<file path="src/rtl/score_display_pkg.sv">
// score_display_pkg: shared constants for the BCD score display.
// Holds the seven-segment lookup table, the blank pattern, the FSM state
// encoding and a polarity-aware single-digit encode helper.
package score_display_pkg;

  typedef enum logic [1:0] {
    ST_IDLE   = 2'd0,
    ST_SHIFT  = 2'd1,
    ST_UPDATE = 2'd2
  } state_t;

  // Segment order A..G maps to bits [6]..[0]; values are active-high.
  localparam logic [6:0] SEG_BLANK = 7'h00;
  localparam logic [6:0] SEG_LUT [0:9] = '{
    7'h7E, 7'h30, 7'h6D, 7'h79, 7'h33,
    7'h5B, 7'h5F, 7'h70, 7'h7F, 7'h7B
  };

  // Encode one BCD nibble; blank or out-of-range nibbles give an unlit digit.
  function automatic logic [6:0] seg_encode(input logic [3:0] bcd,
                                            input logic       blank,
                                            input bit         active_low);
    logic [6:0] seg;
    if (blank || (bcd > 4'd9)) seg = SEG_BLANK;
    else                       seg = SEG_LUT[bcd];
    return active_low ? ~seg : seg;
  endfunction

endpackage

</file>
<file path="src/rtl/score_bcd_display_seg7.sv">
// seg7_digit_encoder: combinational BCD nibble to seven-segment pattern,
// with a blank override and selectable output polarity.
module seg7_digit_encoder
  import score_display_pkg::*;
#(
  parameter bit SEG_ACTIVE_LOW = 1'b1
) (
  input  logic [3:0] i_Bcd,
  input  logic       i_Blank,
  output logic [6:0] o_Seg
);

  // Pure lookup; no state held here.
  always_comb begin
    o_Seg = seg_encode(i_Bcd, i_Blank, SEG_ACTIVE_LOW);
  end

endmodule

</file>
<file path="src/rtl/score_bcd_display.sv">
// score_bcd_display: binary score to multi-digit seven-segment driver.
// Sequential double-dabble (one shift per clock), one-entry pending buffer
// for updates that arrive while a conversion is running, registered
// segment bus that only changes on the UPDATE edge.
// Optional feature macro: LEADING_ZERO_BLANK_EN (blank leading zero digits).
module score_bcd_display
  import score_display_pkg::*;
#(
  parameter int WIDTH          = 7,
  parameter int DIGITS         = 2,
  parameter bit SEG_ACTIVE_LOW = 1'b1
) (
  input  logic                  i_Clk,
  input  logic                  i_Rst_L,
  input  logic                  i_Valid,
  input  logic [WIDTH-1:0]      i_Score,
  output logic                  o_Busy,
  output logic                  o_Done,
  output logic                  o_Overflow,
  output logic [7*DIGITS-1:0]   o_Segments
);

  localparam int          BCD_W     = 4 * DIGITS;
  localparam int          CNT_W     = $clog2(WIDTH + 1);
  localparam int unsigned MAX_SCORE = 10 ** DIGITS - 1;
  localparam logic [CNT_W-1:0] LAST_CNT = CNT_W'(WIDTH - 1);

`ifdef LEADING_ZERO_BLANK_EN
  localparam bit LZB_EN = 1'b1;
`else
  localparam bit LZB_EN = 1'b0;
`endif

  state_t               r_state;
  state_t               w_state_nxt;
  logic [WIDTH-1:0]     r_bin;
  logic [BCD_W-1:0]     r_bcd;
  logic [BCD_W-1:0]     w_bcd_adj;
  logic [CNT_W-1:0]     r_cnt;
  logic                 r_ovf;
  logic                 r_pend_vld;
  logic [WIDTH-1:0]     r_pend_score;
  logic                 r_done;
  logic                 r_overflow;
  logic [7*DIGITS-1:0]  r_seg;

  logic                 w_busy;
  logic                 w_load;
  logic [WIDTH-1:0]     w_load_score;
  logic                 w_load_ovf;
  logic [DIGITS-1:0]    w_blank;
  logic [7*DIGITS-1:0]  w_enc_seg;
  logic [7*DIGITS-1:0]  w_rst_seg;
  logic [7*DIGITS-1:0]  w_nine_seg;

  // A buffered score always takes priority over a fresh strobe in IDLE.
  assign w_load       = (r_state == ST_IDLE) && (r_pend_vld || i_Valid);
  assign w_load_score = r_pend_vld ? r_pend_score : i_Score;
  assign w_load_ovf   = (32'(w_load_score) > MAX_SCORE);

  // State register.
  always_ff @(posedge i_Clk) begin
    if (!i_Rst_L) r_state <= ST_IDLE;
    else          r_state <= w_state_nxt;
  end

  // Next-state logic: IDLE -> SHIFT (WIDTH cycles) -> UPDATE -> IDLE.
  always_comb begin
    w_state_nxt = r_state;
    case (r_state)
      ST_IDLE:   if (r_pend_vld || i_Valid) w_state_nxt = ST_SHIFT;
      ST_SHIFT:  if (r_cnt == LAST_CNT)     w_state_nxt = ST_UPDATE;
      ST_UPDATE: w_state_nxt = ST_IDLE;
      default:   w_state_nxt = ST_IDLE;
    endcase
  end

  // FSM outputs.
  always_comb begin
    w_busy = 1'b0;
    if ((r_state == ST_SHIFT) || (r_state == ST_UPDATE)) w_busy = 1'b1;
  end

  assign o_Busy = w_busy;

  // Double-dabble correction: bump every nibble >= 5 before the shift.
  always_comb begin
    w_bcd_adj = r_bcd;
    for (int d = 0; d < DIGITS; d++) begin
      if (r_bcd[4*d +: 4] >= 4'd5) w_bcd_adj[4*d +: 4] = r_bcd[4*d +: 4] + 4'd3;
    end
  end

  // Conversion datapath: load on accept, shift once per SHIFT cycle.
  always_ff @(posedge i_Clk) begin
    if (!i_Rst_L) begin
      r_bin <= '0;
      r_bcd <= '0;
      r_cnt <= '0;
      r_ovf <= 1'b0;
    end else begin
      case (r_state)
        ST_IDLE: begin
          if (w_load) begin
            r_bin <= w_load_score;
            r_bcd <= '0;
            r_cnt <= '0;
            r_ovf <= w_load_ovf;
          end
        end
        ST_SHIFT: begin
          {r_bcd, r_bin} <= {w_bcd_adj[BCD_W-2:0], r_bin, 1'b0};
          r_cnt          <= r_cnt + 1'b1;
        end
        default: ;
      endcase
    end
  end

  // Pending buffer: strobes that cannot be accepted now are parked here,
  // newest overwriting any older parked score.
  always_ff @(posedge i_Clk) begin
    if (!i_Rst_L) begin
      r_pend_vld   <= 1'b0;
      r_pend_score <= '0;
    end else if (i_Valid && (w_busy || r_pend_vld)) begin
      r_pend_vld   <= 1'b1;
      r_pend_score <= i_Score;
    end else if (w_load) begin
      r_pend_vld   <= 1'b0;
    end
  end

  // Leading-zero blanking: a non-units digit is blank when it and every
  // digit above it are zero.
  always_comb begin
    logic zero_above;
    w_blank    = '0;
    zero_above = LZB_EN;
    for (int d = DIGITS - 1; d >= 1; d--) begin
      w_blank[d] = zero_above && (r_bcd[4*d +: 4] == 4'd0);
      zero_above = w_blank[d];
    end
  end

  // Per-digit encoders plus the constant reset and overflow patterns.
  for (genvar d = 0; d < DIGITS; d++) begin : g_digit
    seg7_digit_encoder #(
      .SEG_ACTIVE_LOW (SEG_ACTIVE_LOW)
    ) u_enc (
      .i_Bcd   (r_bcd[4*d +: 4]),
      .i_Blank (w_blank[d]),
      .o_Seg   (w_enc_seg[7*d +: 7])
    );
    assign w_rst_seg[7*d +: 7]  = seg_encode(4'd0, LZB_EN && (d != 0), SEG_ACTIVE_LOW);
    assign w_nine_seg[7*d +: 7] = seg_encode(4'd9, 1'b0, SEG_ACTIVE_LOW);
  end

  // Output registers: segments and overflow only move on the UPDATE edge.
  always_ff @(posedge i_Clk) begin
    if (!i_Rst_L) begin
      r_seg      <= w_rst_seg;
      r_done     <= 1'b0;
      r_overflow <= 1'b0;
    end else begin
      r_done <= (r_state == ST_UPDATE);
      if (r_state == ST_UPDATE) begin
        r_seg      <= r_ovf ? w_nine_seg : w_enc_seg;
        r_overflow <= r_ovf;
      end
    end
  end

  assign o_Done     = r_done;
  assign o_Overflow = r_overflow;
  assign o_Segments = r_seg;

endmodule

</file>
<file path="config.mk">
export PLATFORM = sky130hd
export DESIGN_NAME = score_bcd_display
export DESIGN_NICKNAME = d
export VERILOG_FILES = /design/src/rtl/score_display_pkg.sv /design/src/rtl/score_bcd_display_seg7.sv /design/src/rtl/score_bcd_display.sv
export SDC_FILE = /design/constraint.sdc
export NUM_CORES = 1
export LEC_CHECK = 0
export BUFFER_PORTS_ARGS = -buffer_cell sky130_fd_sc_hd__buf_4
export CELL_PAD_IN_SITES_DETAIL_PLACEMENT = 0
export CELL_PAD_IN_SITES_GLOBAL_PLACEMENT = 1
export CORE_ASPECT_RATIO = 1.1
export CORE_MARGIN = 4
export CORE_UTILIZATION = 44
export DETAILED_ROUTE_END_ITERATION = 8
export PLACE_DENSITY_LB_ADDON = 0.1
export SETUP_SLACK_MARGIN = 0.5
export SLEW_MARGIN = 5
export SYNTH_ARGS = -nofsm -noshare
export SYNTH_HDL_FRONTEND = slang
export SYNTH_SLANG_ARGS = --single-unit
</file>
<file path="constraint.sdc">
create_clock -name i_Clk -period 1.95 [get_ports i_Clk]
set_clock_uncertainty 0.2 [all_clocks]
set_input_delay 0.39 -clock i_Clk [delete_from_list [all_inputs] [get_ports i_Clk]]
set_output_delay 0.39 -clock i_Clk [all_outputs]
set_load 0.02 [all_outputs]
</file>
==> impl_metrics.tcl, run 1 <==
set metrics [dict create \
    drc 0 \
    multi_input_area_mm2 0.00168 \
    dr_wl_met2_um 3080 \
    dominantRegCellSynth "dfxtp_1" \
    slew_violations 0 \
    worstReg2RegEnd "r_bcd[7]$_SDFFE_PN0P_" \
    synth_top_family_by_area "compound AO/OA/AOI/OAI gates" \
    num_io_pins 27 \
    final_nets 358 \
    cts.sink_count 45 \
    die_y_um 84.1 \
    grt.overflow.total 0 \
    cp_slowest_cell "or3b_4" \
    synth_mux_area_frac 0.0697 \
    placementRows 27 \
    cp-end-kind "register" \
    arrival_ps 1690 \
    highest_layer "met4" \
    gp_congestion 0.746 \
    synth_adder_area_share 0.0972 \
    max-clock-path-buffers 2 \
    critPathMaxStageDelay_ps 400 \
    setup-violations-final 0 \
    p_leak_nw 1.39 \
    worst-path-buf-inv 2 \
    clk_pin_slew_ps 80 \
    ff_latch_area_um2 926 \
    viasPerCell 5.52 \
    synth_area_mm2 0.00232 \
    rrSetupSlack_ps 290 \
    p_per_area_mw_per_mm2 734 \
    io_buffer_count 26 \
    numCtsBuffers 5 \
    period_share 0.852 \
    wl_per_cell_um 15.0 \
    grt_pass1_vias 2055 \
    grt_pass1_wl_um 9380 \
    worstPathRequired_ps 1980 \
    cp_top_family "simple AND/OR/NAND/NOR gates" \
    met3_length_um 244 \
    grt.total_usage 0.177 \
    ant_nets 0 \
    ir_drop_v 0.000520 \
    routed_wl_um 5830 \
    fin_ws_ps 289 \
    rsz0062_at_grt "true" \
    fin_crit_ps 1660 \
    synth_edf_count 0 \
    fillers 400 \
    max_slew_margin 0.803 \
    avgSynthCellArea_um2 8.87 \
    max_clock_freq_mhz 602 \
    vias 2143 \
    yosys.area.top_type "dfxtp_1" \
    mostFrequentLayoutCells "buf_4, dfxtp_1, nor2_1" \
    firstDrtPassIters 4 \
    total_power_mw 2.55 \
    cts_tree "done" \
    finalSetupTns_ps 0 \
    crit_fanout 7 \
    post-place-ws_ps 124 \
    r2r-start "r_state[0]$_SDFFE_PN0P_" \
    hold_class "input pin to register" \
    dp_hpwl_um 3700 \
    drtIter0Drc 81 \
    n_antenna_cell 0 \
    clock_latency_ps 290 \
    die_area_mm2 0.00649 \
    syn_to_final_growth_pct 50.0 \
    yosysTopAreaCellShare 0.389 \
    drive_gt1_frac 0.491 \
    critPathKind "register to register" \
    netlist_instances 261 \
    synthXorXnorAreaFrac 0.00756 \
    layout_commonest_cell "buf_4" \
    reg2reg_depth 7 \
    yosysWarnings 0 \
    yosysSeqAreaShare 0.389 \
    cts-root-buf "clkbuf_8" \
    synth_seq_cells 45 \
    start_util 0.457 \
    min_to "r_pend_score[1]$_SDFFE_PN0P_" \
    synthDistinctLibCells 46 \
    status "finished clean" \
    min_from "i_Score[1]" \
    wl_met1_um 2430 \
    syn_nets 289 \
    maxCapViolations 0 \
    synthTopCellsByArea "dfxtp_1, ha_1, mux2i_1" \
    synth_compound_area_frac 0.214 \
    cts_htree_levels 2 \
    crit_chain "inv_4 > ha_4 > or3b_4 > o21ai_4 > buf_12 > nand2_4 > a31oi_2" \
    hold_depth 3 \
    die_w_um 77.2 \
    hold_viol_final 0 \
    synthArstFlopShare 0 \
    core_mm2 0.00507 \
    worst_setup_path_start_kind "register" \
    tightest_slew_ps 296 \
    grt_max_degree 24 \
    antenna_found_initial 0 \
    synthSimpleGateAreaFrac 0.169 \
]
==> tightest hold or removal path, cell delays in order <==
cell	delay, ps
buf_4	80
mux2i_1	50
nor2_1	70
==> Yosys cell counts, types with 3 or more instances <==
cell,instances
nor3_1,5
nand3_1,9
clkbuf_1,5
a21o_1,3
nor2_1,28
o32ai_1,5
a32o_1,6
nand2_1,15
a21oi_1,22
nand2b_1,5
ha_1,18
buf_2,4
o21ai_1,8
inv_1,12
dfxtp_1,45
o21ai_0,15
o211ai_1,3
mux2i_1,15
==> per-stage QoR <==
step           cells  cell area, um2  utilization  hold WS [ps]
5_1_grt          388            3470        0.685           146
6_report         388            3470        0.685           144
4_1_cts          378            3270        0.646           135
3_5_place_dp     338            2700        0.532           251
2_1_floorplan    261            2460            -           238
3_3_place_gp     338            2700        0.532           238
==> routing by layer <==
| layer | global-route usage | vias to the layer above |
|---|---|---|
| li1 | - | 1073 |
| met1 | 0.203 | 1019 |
| met2 | 0.321 | 44 |
| met3 | 0.0400 | 7 |
| met4 | 0.0550 | 0 |
| met5 | 0 | - |
==> report_power, final <==
part           total [mW]  internal [mW]  switching, mW
combinational       0.931          0.471          0.460
clock               0.572          0.281          0.291
sequential           1.05          0.987         0.0587
total                2.55           1.74          0.810
==> worst max path at each step <==
stage	startpoint	to	cells after the start
2_1_floorplan	r_state[1]$_SDFFE_PN0P_	r_bcd[7]$_SDFFE_PN0P_	8
3_3_place_gp	r_state[1]$_SDFFE_PN0P_	r_bcd[3]$_SDFFE_PN0P_	6
3_5_place_dp	r_state[0]$_SDFFE_PN0P_	o_Segments[5]$_SDFFE_PN0P_	6
4_1_cts	r_state[0]$_SDFFE_PN0P_	r_bcd[7]$_SDFFE_PN0P_	7
5_1_grt	r_state[0]$_SDFFE_PN0P_	r_bcd[7]$_SDFFE_PN0P_	7
6_report	r_state[0]$_SDFFE_PN0P_	r_bcd[7]$_SDFFE_PN0P_	7
==> state kept, by name (all words and copies together), names as in the netlist <==
| name | flops |
|---|---|
| o_Segments | 14 |
| r_bcd | 8 |
| r_bin | 7 |
| r_pend_score | 7 |
| r_cnt | 3 |
| r_state | 2 |
| o_Done | 1 |
| o_Overflow | 1 |
| r_ovf | 1 |
| r_pend_vld | 1 |
==> logic make-up (layout without fill, tap and decap cells) <==
| family | count (synthesis) | count (layout) |
|---|---|---|
| AOI/OAI and AO/OA | 76 | 76 |
| xor gates and xnor gates | 2 | 2 |
| adders and majority gates | 18 | 18 |
| buffers and inverters | 27 | 95 |
| DFF | 45 | 45 |
| muxes | 16 | 16 |
| and+or+nand+nor | 77 | 78 |
==> timing repair <==
action,4_1_cts,5_1_grt
resized for setup,49,37
buffers inserted,33,9
endpoints found under the setup margin,43,44
hold buffers,0,0
endpoints found under the hold margin,0,0
pin swaps,26,20
cloned,0,1
==> area by class of cell <==
| type | instances | area share |
|---|---|---|
| clock buffer | 7 | 0.0249 |
| inverter | 14 | 0.0245 |
| multi-input combinational | 190 | 0.484 |
| sequential | 45 | 0.267 |
| tap | 58 | 0.0209 |
| timing repair buffer | 74 | 0.179 |
No activity file was read; power rests on OpenSTA's default activity.
==> run 2: changes to the inputs <==
CORE_UTILIZATION = 35   (was 44)
==> impl_metrics.tcl, run 2 (synthesis results as in run 1) <==
set metrics [dict create \
    status "finished clean" \
    period_share 0.868 \
    holdBufCountCts 0 \
    max_clock_freq_mhz 591 \
    crit_fanout 6 \
    wl_per_cell_um 14.6 \
    maxCapViolations 0 \
    start_util 0.367 \
    clock_latency_ps 310 \
    p_sw_frac 0.328 \
    syn_to_final_growth_pct 52.4 \
    post_dp_cell_area_mm2 0.00275 \
    dr_wl_met2_um 3090 \
    total_power_mw 2.63 \
    max-clock-path-buffers 2 \
    clk_pin_slew_ps 90 \
    io_buffer_count 26 \
    die_w_um 85.6 \
    cp_slowest_cell "or3b_4" \
    p_leak_nw 1.40 \
    worst-path-buf-inv 2 \
    clkPwrFrac 0.226 \
    r2r-start "r_state[0]$_SDFFE_PN0P_" \
    grt.total_usage 0.160 \
    die_area_mm2 0.00798 \
    cts_tree "done" \
    hold_depth 3 \
    min_to "r_pend_score[5]$_SDFFE_PN0P_" \
    slew_violations 0 \
    vias 2110 \
    grt_max_degree 20 \
    antenna_found_initial 0 \
    viasPerCell 5.08 \
    wl_met1_um 2570 \
    grt_pass1_wl_um 10200 \
    drtIter0Drc 77 \
    cp-end-kind "register" \
    num_io_pins 27 \
    tightest_slew_ps 377 \
    pwr-share-seq 0.398 \
    die_y_um 93.3 \
    routed_wl_um 6050 \
    p_per_area_mw_per_mm2 746 \
    worstPathRequired_ps 1990 \
    met3_length_um 240 \
    setup-violations-final 0 \
    critPathMaxStageDelay_ps 400 \
    crit_chain "inv_2 > ha_4 > or3b_4 > o21ai_4 > buf_6 > nand2_2 > a31oi_2" \
    numCtsBuffers 5 \
    ant_nets 0 \
    ir_drop_v 0.000387 \
    gp_congestion 0.738 \
    core_mm2 0.00631 \
    reg2reg_depth 7 \
    highest_layer "met4" \
    worstReg2RegEnd "r_bcd[7]$_SDFFE_PN0P_" \
    fin_area_mm2 0.00353 \
    critPathKind "register to register" \
    placementRows 30 \
    n_antenna_cell 0 \
    cp_top_family "simple AND/OR/NAND/NOR gates" \
    arrival_ps 1730 \
    final_nets 362 \
    p_int_mw 1.77 \
    final_util 0.560 \
    largest_reg_flops 14 \
    cts.sink_count 45 \
    rrSetupSlack_ps 260 \
    cts-root-buf "clkbuf_8" \
    finalSetupTns_ps 0 \
    rsz0062_at_grt "true" \
    dp_hpwl_um 3920 \
    mostFrequentLayoutCells "buf_4, dfxtp_1, nor2_1" \
    fin_crit_ps 1690 \
    post-place-ws_ps 177 \
    layout_commonest_cell "buf_4" \
    drc 0 \
    cts_htree_levels 2 \
    fin_ws_ps 258 \
    pwr-share-comb 0.377 \
    hold_viol_final 0 \
    hold_class "input pin to register" \
    worst_setup_path_start_kind "register" \
    firstDrtPassIters 4 \
    grt_pass1_vias 2116 \
    drive_gt1_frac 0.490 \
    p_sw_mw 0.863 \
    min_from "i_Score[5]" \
    max_slew_margin 0.746 \
    grt.overflow.total 0 \
]
[run 2: routing by layer]
layer | up-vias | global-route usage
met4 | 0 | 0.0567
met1 | 977 | 0.185
li1 | 1083 | -
met3 | 11 | 0.0317
met2 | 39 | 0.291
met5 | - | 0
[run 2: stage by stage]
| stage | instances | hold slack, ps |
|---|---|---|
| floorplan | 261 | 238 |
| global placement | 363 | 236 |
| detailed placement | 363 | 241 |
| CTS | 408 | 121 |
| global route | 415 | 130 |
| finish | 415 | 132 |
[run 2: worst max path at each step]
stage | startpoint | endpoint | cells past startpoint
finish | r_state[0]$_SDFFE_PN0P_ | r_bcd[7]$_SDFFE_PN0P_ | 7
global route | r_state[0]$_SDFFE_PN0P_ | r_bcd[7]$_SDFFE_PN0P_ | 7
CTS | r_state[1]$_SDFFE_PN0P_ | o_Busy | 3
detailed placement | r_state[0]$_SDFFE_PN0P_ | o_Segments[5]$_SDFFE_PN0P_ | 6
global placement | r_state[0]$_SDFFE_PN0P_ | o_Segments[12]$_SDFFE_PN0P_ | 6
floorplan | r_state[1]$_SDFFE_PN0P_ | r_bcd[7]$_SDFFE_PN0P_ | 8
[run 2: power groups by stage]
stage	combinational (mW)	clock [mW]	sequential, mW
2_1_floorplan	0.439	0	1.06
3_3_place_gp	0.588	0	1.07
3_5_place_dp	0.591	0	1.07
4_1_cts	0.892	0.605	1.04
5_1_grt	1.08	0.641	1.06
6_report	0.992	0.594	1.05
[run 2: timing repair]
item                                    in CTS  in global routing
resized for setup                           57                 27
gates cloned                                 1                  0
endpoints found under the setup margin      43                 44
pin swaps                                   27                 28
hold endpoints to repair                     0                  0
setup buffers                               36                  7
[run 2: worst min-delay path, stage by stage]
cell and delay [ps]:
buf_4 90, mux2i_1 50, nor2_1 70
[run 2: cell type report]
| type | instances | area, um2 |
|---|---|---|
| flip-flops and latches | 45 | 928 |
| well taps | 80 | 100 |
| fillers | 582 | 2780 |
| repair buffers | 78 | 679 |
| clock inverters | 3 | 17.5 |
| clock buffers | 5 | 68.8 |
| multi-input cells | 190 | 1650 |
| inverters | 14 | 83.8 |
